### src/rtl/mem_stage_pipe.sv
// EXE->MEM pipeline register plus data_sram response tracking for the MEM stage.
// Optional one-entry response buffer, enabled by defining MEM_RESP_BUFFER_EN.
module mem_stage_pipe #(
  parameter int BUS_W           = 150,
  parameter int DATA_W          = 32,
  parameter int MAX_OUTSTANDING = 3
) (
  input  logic              clk,
  input  logic              rst,
  input  logic              exe_valid,
  input  logic              exe_ready_go,
  input  logic [BUS_W-1:0]  exe_to_mem_bus,
  input  logic              exe_mem_req,
  input  logic              exe_req_pending,
  input  logic              wb_allow_in,
  input  logic              flush,
  input  logic              data_sram_data_ok,
  input  logic [DATA_W-1:0] data_sram_rdata,
  output logic              mem_allow_in,
  output logic              mem_valid,
  output logic              mem_ready_go,
  output logic              mem_to_wb_valid,
  output logic [BUS_W-1:0]  mem_bus,
  output logic [DATA_W-1:0] mem_rdata
);

  localparam int CNT_W = $clog2(MAX_OUTSTANDING + 1);
  localparam logic [CNT_W-1:0] CNT_ONE = CNT_W'(1);

  logic             wait_resp;
  logic [CNT_W-1:0] cancel_cnt;
  logic [CNT_W-1:0] cancel_nxt;
  logic             resp_hit;
  logic             resp_accept;
  logic             capture;

  // A response while cancels are owed always belongs to a killed instruction.
  assign resp_hit    = data_sram_data_ok && (cancel_cnt == '0);
  assign resp_accept = resp_hit && wait_resp;

  assign mem_allow_in    = !mem_valid || (mem_ready_go && wb_allow_in);
  assign mem_to_wb_valid = mem_valid && mem_ready_go;
  assign capture         = exe_valid && exe_ready_go && mem_allow_in && !flush;

`ifdef MEM_RESP_BUFFER_EN
  logic              buf_valid;
  logic [DATA_W-1:0] rdata_buf;

  assign mem_ready_go = mem_valid && (!wait_resp || buf_valid || resp_hit);
  assign mem_rdata    = buf_valid ? rdata_buf : data_sram_rdata;

  always_ff @(posedge clk) begin
    if (rst || flush) begin
      buf_valid <= 1'b0;
    end else if (mem_to_wb_valid && wb_allow_in) begin
      buf_valid <= 1'b0;
    end else if (resp_accept && !wb_allow_in) begin
      buf_valid <= 1'b1;
    end
  end

  // NOTE: pure data register, qualified by buf_valid, so it needs no reset.
  always_ff @(posedge clk) begin
    if (resp_accept && !wb_allow_in) begin
      rdata_buf <= data_sram_rdata;
    end
  end
`else
  assign mem_ready_go = mem_valid && (!wait_resp || resp_hit);
  assign mem_rdata    = data_sram_rdata;
`endif

  // NOTE: every variable gets a default first so no latch is inferred.
  always_comb begin
    cancel_nxt = cancel_cnt;
    if (flush && mem_valid && wait_resp && !resp_accept) begin
      cancel_nxt = cancel_nxt + CNT_ONE;
    end
    if (flush && exe_req_pending) begin
      cancel_nxt = cancel_nxt + CNT_ONE;
    end
    if (data_sram_data_ok && (cancel_cnt != '0)) begin
      cancel_nxt = cancel_nxt - CNT_ONE;
    end
  end

  // NOTE: sequential state uses non-blocking assignments only.
  always_ff @(posedge clk) begin
    if (rst) begin
      mem_valid  <= 1'b0;
      wait_resp  <= 1'b0;
      cancel_cnt <= '0;
      mem_bus    <= '0;
    end else begin
      cancel_cnt <= cancel_nxt;
      if (capture) begin
        mem_bus <= exe_to_mem_bus;
      end
      if (flush) begin
        mem_valid <= 1'b0;
      end else if (mem_allow_in) begin
        mem_valid <= exe_valid && exe_ready_go;
      end
      // On flush the outstanding response is handed to the cancel counter.
      if (flush) begin
        wait_resp <= 1'b0;
      end else if (capture) begin
        wait_resp <= exe_mem_req;
      end else if (resp_accept) begin
        wait_resp <= 1'b0;
      end
    end
  end

endmodule
### config.mk
export PLATFORM = sky130hd
export DESIGN_NAME = mem_stage_pipe
export DESIGN_NICKNAME = d
export VERILOG_FILES = /design/src/rtl/mem_stage_pipe.sv
export SDC_FILE = /design/constraint.sdc
export NUM_CORES = 1
export LEC_CHECK = 0
export CORE_AREA = 3 3 145 147
export CTS_CLUSTER_DIAMETER = 60
export DETAILED_ROUTE_END_ITERATION = 8
export DIE_AREA = 0 0 148 150
export PLACE_DENSITY = 0.73
export SLEW_MARGIN = 30
export SYNTH_ARGS = -nofsm -noshare
export SYNTH_HDL_FRONTEND = slang
export SYNTH_SLANG_ARGS = --single-unit
### constraint.sdc
create_clock -name clk -period 1.84 [get_ports clk]
set_input_delay 0.46 -clock clk [delete_from_list [all_inputs] [get_ports clk]]
set_output_delay 0.46 -clock clk [all_outputs]
set_load 0.01 [all_outputs]
==> out/results.txt, run 1 <==
Post-Route Skew = 7.96 ps
CTS tree = yes
Layout Nets = 1248
DRT Pass-1 Iters = 5
Pwr Density = 770 mW/mm^2
Initial core utilization = 28.8%
Part of the power in registers = 40.2%
Dpl hpwl = 12.8 mm
Root Buffer Master = clkbuf_16
Final slew viol count = 0
Setup crit end kind = register
CP max FO = 8
1st-iter DRT viols = 228
Worst-Margin Slew = 435 ps
Worst Hold Class = register to register
H-tree depth = 4
Remaining antenna violation count after routing = 0
Seq cells post-synth = 154
Area delta synth->final = 97.3%
GRT overflow = 0
Fmax = 496 MHz
Final Setup Violations = 156
LEAKAGE = 4.27 nW
CP required = 2170 ps
Port Buf Inserts = 312
Largest net degree at the start of global routing = 81
Fin Setup TNS = -15490 ps
Tcrit/Tclk final = 109%
Initial antenna violation count = 0
CTS Buffer Depth = 2
Synth Flop Type = dfxtp_1
DIE HEIGHT = 150 um
Sequential share of the synthesized area = 53.4%
Via density = 4.56
Cell variety after synth = 30
Die Width = 148 um
Syn Nets = 917
Post-synth ARST share = 0%
Total Routing Usage GR = 16.7%
Worst-Skew Late Latency = 410 ps
Worst IR drop on VDD = 0.000569 V
Post-synthesis cell area = 0.00577 sq mm
Final hold violation count = 0
Failing checks = setup timing
# IOs = 377
WL final = 23.1 mm
CP most frequent cell = buf_6
Number of enable flip-flop cells after synthesis = 0
Setup WS post-layout = -174 ps
Combinational group share of total power = 17.0%
First-pass GRT wire length = 29.5 mm
Mapped Cells = 725
Final Wtd Congestion = 0.747
Vias = 6106
Yosys warns = 0
Switching power = 2.20 mW
Area contributors post-synth = dfxtp_1, nand2_1, a21oi_1
Core area = 0.0200 sq mm
Unrepaired setup endpoints after global routing = true
Pwr Total = 8.77 mW
Routed wire per std cell = 17.2 um
N_diodes = 0
Clock group share of total power = 42.7%
Hold buffer count at CTS = 0
Worst path cell trace = inv_2 -> ha_4 -> a21bo_4 -> a21boi_4 -> buf_6 -> buf_12 -> nor3_4 -> buf_6 -> clkbuf_16 -> buf_8 -> nand2_1 -> a21oi_1
Syn Area/Cell = 7.96 sq um
Max-cap violation count = 0
Filler Cell Count = 1696
Vias in the first global route = 5515
Sw frac = 25.1%
CTS clk-pin slew, worst paths = 70 ps
Critical Path Max Stage Delay = 330 ps
Clock buffer count from CTS = 17
Critical Path Start Type = register
Yosys top cell by area = dfxtp_1
Final worst path period need = 2010 ps
CP arrival = 2350 ps
Status = finished with violations
CTS Sinks = 154
Crit Path Category = register to register
Num rows = 52
Die footprint = 0.0222 sq mm
Cell-internal power = 6.56 mW
Slowest cell on the critical path = dfxtp_2
Fraction of layout cells with a size suffix above 1 = 25.8%
Max-Slew Margin vs Limit = 71.0%
# DRC = 0
Top cell type's share of synthesized area = 53.4%
-- kinds of logic after synthesis --
family | after synthesis | synth area share [%]
xor+xnor | 1 | 0.152
simple gates | 319 | 21.4
fa+ha+maj | 1 | 0.217
mux | 2 | 0.347
buf+inv | 87 | 9.73
compound gates | 161 | 14.8
flops | 154 | 53.4
-- critical path: cells and delay by family, from the launching register on --
kind                       cells  cell delay [ps]
adders and majority gates      1              150
buffers and inverters          6              810
AOI/OAI and AO/OA              3              350
DFF                            1              330
and+or+nand+nor                2              280
-- cell type report --
type / instances / area (sq um) / share of cell area [%]
Timing Repair Buffer: 395 / 4560 / 40.0
Sequential cell: 154 / 3090 / 27.1
Multi-Input combinational cell: 484 / 2770 / 24.3
Clock buffer: 18 / 439 / 3.86
Tap cell: 270 / 338 / 2.97
Clock inverter: 14 / 184 / 1.62
Inverter: 4 / 15.0 / 0.132
-- power groups by stage --
stage          Sequential (mW)  Clock, mW  Combinational, mW
3_3_place_gp              3.58          0               1.10
4_1_cts                   3.51       3.83               1.25
6_report                  3.53       3.75               1.49
3_5_place_dp              3.59          0               1.11
5_1_grt                   3.54       3.97               1.59
2_1_floorplan             3.64          0              0.418
-- final timing paths --
path	slack [ps]	end	from	depth (start not counted)
min	450	mem_bus[112]	mem_bus[112]	2
max	-170	mem_bus[72]	cancel_cnt[0]	12
max reg2reg	-170	mem_bus[72]	cancel_cnt[0]	12
min reg2reg	450	mem_bus[112]	mem_bus[112]	2
-- stage by stage --
step / utilization [%] / hold slack (ps) / std cells / area [sq um] / setup WS, ps
finish: 56.8 / 451 / 1339 / 11400 / -174
global route: 56.8 / 468 / 1339 / 11400 / -248
CTS: 50.9 / 454 / 1315 / 10200 / -132
detailed placement: 45.5 / 445 / 1265 / 9110 / -528
global placement: 45.5 / 440 / 1265 / 9110 / -490
floorplan: - / 481 / 725 / 5770 / 45.0
-- placed cells by master, fill, tap and decap left out, types with 2 or more instances in the layout --
cell	instances
clkdlybuf4s50_1	300
nand2_1	209
dfxtp_1	152
a21oi_1	102
nand2_2	60
a21oi_2	49
nand2_4	36
clkbuf_16	29
buf_4	19
buf_12	15
buf_6	13
buf_8	13
buf_16	11
dlymetal6s2s_1	6
inv_6	5
inv_2	3
bufinv_16	3
clkinvlp_4	3
and2_1	2
a21boi_0	2
o22ai_1	2
nor2_1	2
mux2i_1	2
nor3_1	2
nand3_1	2
dfxtp_2	2
inv_8	2
bufbuf_16	2
dlygate4sd2_1	2
buf_2	2
-- repair_timing --
item / 4_1_cts / 5_1_grt
setup buffers: 7 / 9
endpoints found under the setup margin: 156 / 161
pin swaps: 5 / 70
hold endpoints to repair: 0 / 0
cloned: 12 / 16
resized for setup: 42 / 227
-- routing by layer --
layer | vias to the layer above | part of all wire, % | wire length, um | global-route usage [%]
li1 | 2986 | - | - | -
met1 | 2834 | 41 | 9530 | 19.9
met2 | 262 | 48 | 11200 | 27.5
met3 | 24 | 8.7 | 2010 | 7.15
met4 | 0 | 1.6 | 358 | 4.53
met5 | - | 0 | 0 | 0
-- cells in the mapped netlist, types with 2 or more instances --
| cell type | n |
|---|---|
| nand2_1 | 305 |
| dfxtp_1 | 154 |
| a21oi_1 | 151 |
| buf_4 | 33 |
| clkbuf_1 | 22 |
| buf_2 | 17 |
| buf_6 | 9 |
| inv_1 | 4 |
| a21boi_0 | 2 |
| and2_1 | 2 |
| buf_8 | 2 |
| mux2i_1 | 2 |
| nand3_1 | 2 |
| nor2_1 | 2 |
| nor3_1 | 2 |
| o22ai_1 | 2 |
-- state kept, by name (all words and copies together) (netlist names) --
name        flops
mem_bus       150
cancel_cnt      2
mem_valid       1
wait_resp       1
No activity file was read; power rests on OpenSTA's default activity.
==> inputs of run 2 (changes only) <==
--- a/config.mk
+++ b/config.mk
@@ -5,11 +5,12 @@
 export SDC_FILE = /design/constraint.sdc
 export NUM_CORES = 1
 export LEC_CHECK = 0
-export CORE_AREA = 3 3 145 147
+export ABC_AREA = 1
+export CORE_AREA = 3 3 143 145
 export CTS_CLUSTER_DIAMETER = 60
 export DETAILED_ROUTE_END_ITERATION = 8
-export DIE_AREA = 0 0 148 150
-export PLACE_DENSITY = 0.73
+export DIE_AREA = 0 0 146 148
+export PLACE_DENSITY = 0.77
 export SLEW_MARGIN = 30
 export SYNTH_ARGS = -nofsm -noshare
 export SYNTH_HDL_FRONTEND = slang
==> run 2 against run 1 <==
Compared with the run above:
- the run still ends with setup timing left
- global-route usage is 2.1 points higher
- total power is 4.1% lower
- setup slack better by 130 ps
- synthesized area up 7.0%
- die area decreased by 2.7%
==> out/results.txt, run 2 <==
Switching power = 2.17 mW (was 2.20 mW)
DRT Pass-1 Iters = 5 (unchanged)
Cell-internal power = 6.24 mW (was 6.56 mW)
Cell variety after synth = 20 (was 30)
Sw frac = 25.8% (was 25.1%)
R2R Path Start = cancel_cnt[1] (was cancel_cnt[0])
Initial core utilization = 31.9% (was 28.8%)
Pwr Total = 8.41 mW (was 8.77 mW)
Sequential share of the synthesized area = 49.9% (was 53.4%)
Critical Path Start Type = register (unchanged)
CP max FO = 2 (was 8)
Syn Area/Cell = 8.05 sq um (was 7.96 sq um)
Commonest cells post-synth = nand2_1, dfxtp_1, a21oi_1 (unchanged)
Worst Hold Class = input port to register (was register to register)
Fin Setup TNS = -182 ps (was -15490 ps)
# IOs = 377 (unchanged)
Port Buf Inserts = 312 (unchanged)
Largest net degree at the start of global routing = 66 (was 81)
Synth Area in Simple Gates = 26.7% (was 21.4%)
Syn Nets = 959 (was 917)
Worst Hold Path EP = mem_bus[130] (was mem_bus[112])
Root Buffer Master = clkbuf_16 (unchanged)
Post-Route Skew = 6.80 ps (was 7.96 ps)
Yosys warns = 0 (unchanged)
R2r setup slk = -10 ps (was -170 ps)
1st-iter DRT viols = 362 (was 228)
Initial antenna violation count = 0 (unchanged)
Post-synthesis mux area share = 0% (was 0.347%)
Hold path depth = 2 (unchanged)
DIE HEIGHT = 148 um (was 150 um)
Final slew viol count = 0 (unchanged)
Clock buffer count from CTS = 17 (unchanged)
Remaining antenna violation count after routing = 0 (unchanged)
H-tree depth = 4 (unchanged)
Commonest non-fill, non-tap cell in the layout = clkdlybuf4s50_1 (unchanged)
Adder-cell share of the synthesized area = 0.203% (was 0.217%)
Count leader, synth = nand2_1 (unchanged)
Number of enable flip-flop cells after synthesis = 0 (unchanged)
Via density = 5.04 (was 4.56)
Cell count of the worst reg-to-reg path = 12 (unchanged)
Final hold violation count = 0 (unchanged)
Pwr Density = 823 mW/mm^2 (was 770 mW/mm^2)
Compound-Gate Fraction of Synth Area = 12.7% (was 14.8%)
Crit Path Category = register to output port (was register to register)
CTS Sinks = 154 (unchanged)
Post-synth ARST share = 0% (unchanged)
Largest registers = mem_bus (150), cancel_cnt (2) (unchanged)
Final Wtd Congestion = 0.787 (was 0.747)
Post-synthesis cell area = 0.00618 sq mm (was 0.00577 sq mm)
Max-Slew Margin vs Limit = 80.4% (was 71.0%)
Synth Area in XOR/XNOR = 0% (was 0.152%)
Failing checks = setup timing (unchanged)
Hold_sp = rst (was mem_bus[112])
GRT overflow = 0 (unchanged)
Layout Nets = 1217 (was 1248)
Vias in the first global route = 6184 (was 5515)
Core area = 0.0193 sq mm (was 0.0200 sq mm)
Top cell type's share of synthesized area = 49.9% (was 53.4%)
Setup crit end kind = output port (was register)
Most frequent cells in the layout = clkdlybuf4s50_1, nand2_1, a21oi_1 (was clkdlybuf4s50_1, nand2_1, dfxtp_1)
CTS clk-pin slew, worst paths = 70 ps (about the same)
Area delta synth->final = 65.3% (was 97.3%)
CP arrival = 1430 ps (was 2350 ps)
Final Setup Violations = 21 (was 156)
Synth Flop Type = dfxtp_1 (unchanged)
Tcrit/Tclk final = 103% (was 109%)
Setup WS post-layout = -49.0 ps (was -174 ps)
Die Width = 146 um (was 148 um)
Total Routing Usage GR = 18.7% (was 16.7%)
CTS Buffer Depth = 2 (unchanged)
Seq cells post-synth = 154 (unchanged)
Worst r2r dst = mem_bus[34] (was mem_bus[72])
# DRC = 0 (unchanged)
Worst-Margin Slew = 293 ps (was 435 ps)
Die footprint = 0.0216 sq mm (was 0.0222 sq mm)
Clock group share of total power = 43.6% (was 42.7%)
Largest family of logic cells by synthesized area = simple AND/OR/NAND/NOR gates (unchanged)
Unrepaired setup endpoints after global routing = true (unchanged)
Routed wire per std cell = 17.0 um (was 17.2 um)
CP required = 1380 ps (was 2170 ps)
Num rows = 51 (was 52)
Vias = 6565 (was 6106)
Worst-Skew Late Latency = 420 ps (was 410 ps)
CTS tree = yes (unchanged)
First-pass GRT wire length = 33.2 mm (was 29.5 mm)
Most flops, register = mem_bus (unchanged)
Combinational group share of total power = 14.6% (was 17.0%)
Max FFs per register = 150 (unchanged)
Max-cap violation count = 0 (unchanged)
WL final = 22.2 mm (was 23.1 mm)
Status = finished with violations (unchanged)
Mapped Cells = 767 (was 725)
Yosys top cell by area = dfxtp_1 (unchanged)
LEAKAGE = 3.63 nW (was 4.27 nW)
Dpl hpwl = 15.0 mm (was 12.8 mm)
Worst IR drop on VDD = 0.000573 V (was 0.000569 V)
Fmax = 529 MHz (was 496 MHz)
N_diodes = 0 (unchanged)
Final worst path period need = 1890 ps (was 2010 ps)
Part of the power in registers = 41.7% (was 40.2%)
Fraction of layout cells with a size suffix above 1 = 8.57% (was 25.8%)
Area contributors post-synth = dfxtp_1, nand4_1, a21oi_1 (was dfxtp_1, nand2_1, a21oi_1)
Hold buffer count at CTS = 0 (unchanged)
==> run 2: cell count changes after synthesis, moves of 4 or more <==
cell / before / now
buf_2: 17 / 21
buf_4: 33 / 43
buf_6: 9 / 0
clkbuf_1: 22 / 48
inv_1: 4 / 9
nand2_1: 305 / 167
nand4_1: 0 / 150
nor2_1: 2 / 7
==> run 2: worst max-delay path, cell delays in order (launching register included) <==
cell     delay, ps
dfxtp_2        340
inv_2           50
ha_4           160
a21oi_4        150
nor2_2          70
nand2_2         70
nand2_4         60
buf_6          120
==> run 2: worst max-delay path by stage <==
stage / to / from / slack [ps] / depth (start not counted)
after global placement: mem_allow_in / data_sram_data_ok / -550 / 6
final: mem_allow_in / cancel_cnt[0] / -50 / 7
after global routing: mem_allow_in / cancel_cnt[0] / -130 / 7
after detailed placement: mem_to_wb_valid / data_sram_data_ok / -550 / 5
after floorplan: mem_allow_in / cancel_cnt[0] / 200 / 7
after CTS: mem_allow_in / cancel_cnt[0] / -70 / 7
==> run 2: power by group through the flow <==
stage	registers [mW]	logic, mW	clock network [mW]
floorplan	3.63	0.468	0
global placement	3.58	1.18	0
detailed placement	3.58	1.20	0
CTS	3.51	1.21	3.76
global route	3.52	1.31	3.91
finish	3.51	1.23	3.67
==> run 2: layout make-up <==
| type | instances | area (sq um) |
|---|---|---|
| well taps | 265 | 332 |
| inverters | 11 | 46.3 |
| multi-input cells | 489 | 2480 |
| repair buffers | 352 | 3660 |
| fillers | 1782 | 9130 |
| clock inverters | 14 | 171 |
| flip-flops and latches | 154 | 3090 |
| clock buffers | 18 | 439 |
==> run 2: cell families after synthesis <==
logic type / count (synthesis)
AND/OR/NAND/NOR: 333
flip-flops: 154
adder cells (fa/ha/maj): 1
AO/OA/AOI/OAI: 155
buffers and inverters: 124
==> run 2: stage by stage <==
step	worst slack [ps]	cells	hold WS, ps	utilization, %	cell area [sq um]
finish	-49.0	1303	412	52.8	10200
detailed placement	-555	1267	451	49.0	9480
global route	-125	1303	407	52.8	10200
CTS	-67.1	1299	404	52.3	10100
floorplan	195	767	483	-	6180
global placement	-552	1267	445	49.0	9480
==> run 2: routing by layer <==
| metal | track usage (%) | vias up | wire, um |
|---|---|---|---|
| li1 | - | 3188 | - |
| met4 | 6.11 | 0 | 406 |
| met3 | 7.33 | 26 | 2030 |
| met1 | 21.8 | 3049 | 8730 |
| met5 | 0 | - | 0 |
| met2 | 31.8 | 302 | 11000 |
==> run 2: what timing repair did <==
item,4_1_cts,5_1_grt
setup endpoints to repair,123,135
cloned,0,2
pin swaps,3,1
setup buffers,0,2
gates resized for setup,24,8
==> inputs of run 3 (changes only) <==
--- a/config.mk
+++ b/config.mk
@@ -6,11 +6,13 @@
 export NUM_CORES = 1
 export LEC_CHECK = 0
 export ABC_AREA = 1
-export CORE_AREA = 3 3 143 145
+export CELL_PAD_IN_SITES_DETAIL_PLACEMENT = 1
+export CELL_PAD_IN_SITES_GLOBAL_PLACEMENT = 1
+export CORE_MARGIN = 3
+export CORE_UTILIZATION = 23
 export CTS_CLUSTER_DIAMETER = 60
 export DETAILED_ROUTE_END_ITERATION = 8
-export DIE_AREA = 0 0 146 148
-export PLACE_DENSITY = 0.77
+export PLACE_DENSITY = 0.81
 export SLEW_MARGIN = 30
 export SYNTH_ARGS = -nofsm -noshare
 export SYNTH_HDL_FRONTEND = slang
==> run 3 against run 2 <==
Compared with the run above:
- the run still ends with setup timing left
- sequential share of layout area is 0.70 points lower
- die area is 34% higher
- combinational power is 6% higher
- register-to-register slack worse by 20 ps
- setup slack worse by 17 ps
- total power is 0.16% lower
- design area is 2.4% higher
- critical path type unchanged
- critical endpoint unchanged
==> out/results.txt, run 3 (synthesized netlist as in run 2, its figures left out) <==
Worst IR drop on VDD = 0.000533 V (was 0.000573 V)
LEAKAGE = 3.86 nW (was 3.63 nW)
CTS Sinks = 154 (unchanged)
Most flops, register = mem_bus (unchanged)
Crit Path Category = register to output port (unchanged)
Routed wire per std cell = 18.6 um (was 17.0 um)
CTS tree = yes (unchanged)
Hold buffer count at CTS = 0 (unchanged)
Failing checks = setup timing (unchanged)
Critical Path Max Stage Delay = 350 ps (was 340 ps)
Max-cap violation count = 0 (unchanged)
Final slew viol count = 0 (unchanged)
CP max FO = 2 (unchanged)
Total Routing Usage GR = 16.4% (was 18.7%)
Most frequent cells in the layout = clkdlybuf4s50_1, nand2_1, dfxtp_1 (was clkdlybuf4s50_1, nand2_1, a21oi_1)
Final worst path period need = 1910 ps (was 1890 ps)
Critical Path Start Type = register (unchanged)
Largest net degree at the start of global routing = 71 (was 66)
N_diodes = 0 (unchanged)
Routing usage on met1 = 20.1% (was 21.8%)
Status = finished with violations (unchanged)
Die footprint = 0.0289 sq mm (was 0.0216 sq mm)
Final Wtd Congestion = 0.776 (was 0.787)
# DRC = 0 (unchanged)
Unrepaired setup endpoints after global routing = true (unchanged)
Worst-Margin Slew = 348 ps (was 293 ps)
Worst-Skew Late Latency = 420 ps (about the same)
DRT Pass-1 Iters = 5 (unchanged)
Via density = 4.84 (was 5.04)
Area delta synth->final = 69.2% (was 65.3%)
Fraction of layout cells with a size suffix above 1 = 9.32% (was 8.57%)
Largest registers = mem_bus (150), cancel_cnt (2) (unchanged)
Pwr Total = 8.39 mW (was 8.41 mW)
Slowest cell on the critical path = dfxtp_2 (unchanged)
Final Core Density = 39.9% (was 52.8%)
Fmax = 525 MHz (was 529 MHz)
Vias = 6662 (was 6565)
Max-Slew Margin vs Limit = 76.8% (was 80.4%)
Commonest non-fill, non-tap cell in the layout = clkdlybuf4s50_1 (unchanged)
Layer with the highest usage = met2 (unchanged)
# IOs = 377 (unchanged)
Bufs and invs on worst path = 2 (unchanged)
Setup WS post-layout = -65.9 ps (was -49.0 ps)
CP required = 1380 ps (about the same)
Initial antenna violation count = 0 (unchanged)
Worst path cell trace = inv_2 -> ha_4 -> a21oi_4 -> nor2_2 -> nand2_2 -> nand2_4 -> buf_6 (unchanged)
Vias in the first global route = 6801 (was 6184)
CP arrival = 1450 ps (was 1430 ps)
Met3 Usage GRT = 4.60% (was 7.33%)
Core area = 0.0262 sq mm (was 0.0193 sq mm)
Pwr Density = 803 mW/mm^2 (was 823 mW/mm^2)
CTS Buffer Depth = 2 (unchanged)
Num rows = 59 (was 51)
Remaining antenna violation count after routing = 0 (unchanged)
H-tree depth = 4 (unchanged)
Dpl hpwl = 16.8 mm (was 15.0 mm)
WL final = 25.6 mm (was 22.2 mm)
Crit path max-delay family = flip-flops (unchanged)
Layout Nets = 1220 (was 1217)
Post-layout instance area = 0.0105 sq mm (was 0.0102 sq mm)
DIE HEIGHT = 170 um (was 148 um)
Final hold violation count = 0 (unchanged)
Setup crit end kind = output port (unchanged)
GRT overflow = 0 (unchanged)
Clock buffer count from CTS = 17 (unchanged)
CTS clk-pin slew, worst paths = 80 ps (was 70 ps)
Initial core utilization = 23.6% (was 31.9%)
Port Buf Inserts = 312 (unchanged)
Die Width = 170 um (was 146 um)
Max FFs per register = 150 (unchanged)
First-pass GRT wire length = 38.0 mm (was 33.2 mm)
Final Setup Violations = 49 (was 21)
Post-Route Skew = 15.9 ps (was 6.80 ps)
Met2 Usage GRT = 27.8% (was 31.8%)
Worst Hold Class = input port to register (unchanged)
Root Buffer Master = clkbuf_16 (unchanged)
Tcrit/Tclk final = 104% (was 103%)
1st-iter DRT viols = 333 (was 362)
Placed Area = 0.00955 sq mm (was 0.00948 sq mm)
[run 3: cell count changes in the layout (fill, tap and decap cells not counted), sizes merged]
cell,change
clkdlybuf4s50,-11
dlymetal6s2s,+9
clkbuf,+2
clkinv,+2
dlygate4sd2,+2
buf,+1
bufinv,-1
inv,-1
[run 3: cell type report]
cell class,count,area (sq um)
fillers,3013,15800
multi-input cells,489,2500
clock buffers,18,439
clock inverters,14,151
inverters,11,46.3
well taps,335,419
flip-flops and latches,154,3090
repair buffers,355,3810
[run 3: metal layers]
layer  vias to the layer above  routed length, um
li1                       3195                  -
met1                      3219              10700
met2                       211              12900
met3                        37               1440
met4                         0                605
met5                         -                  0
[run 3: metrics by stage]
| step | hold slack [ps] | setup WS, ps | setup TNS [ps] | instances |
|---|---|---|---|---|
| after detailed placement | 452 | -689 | -73330 | 1334 |
| after floorplan | 483 | 195 | 0 | 767 |
| after global placement | 447 | -636 | -68620 | 1334 |
| after CTS | 413 | -93.1 | -508 | 1370 |
| final | 441 | -65.9 | -707 | 1376 |
| after global routing | 420 | -151 | -14840 | 1376 |
[run 3: worst paths after layout]
check,from,to,slack [ps],depth (start not counted)
worst max-delay path,cancel_cnt[0],mem_allow_in,-70,7
worst min-delay path,rst,mem_bus[123],440,2
worst max register to register,cancel_cnt[0],mem_bus[80],-30,12
worst min register to register,mem_bus[1],mem_bus[1],460,2
[run 3: worst reg2reg max path, delay by kind of cell (launching register included)]
family	cells	cell delay (ps)
buf+inv	4	650
flops	1	350
compound gates	2	250
simple gates	5	380
fa+ha+maj	1	160
[run 3: report_power, final]
group          switching, mW  leakage [nW]  internal, mW
clock                   1.61         0.291          1.97
combinational          0.578          2.32         0.720
sequential            0.0608          1.25          3.45
[run 3: timing repair]
action,4_1_cts,5_1_grt
gates cloned,1,4
setup buffers,3,2
resized for setup,35,28
pin swaps,4,1
setup endpoints to repair,159,172
hold endpoints to repair,0,0
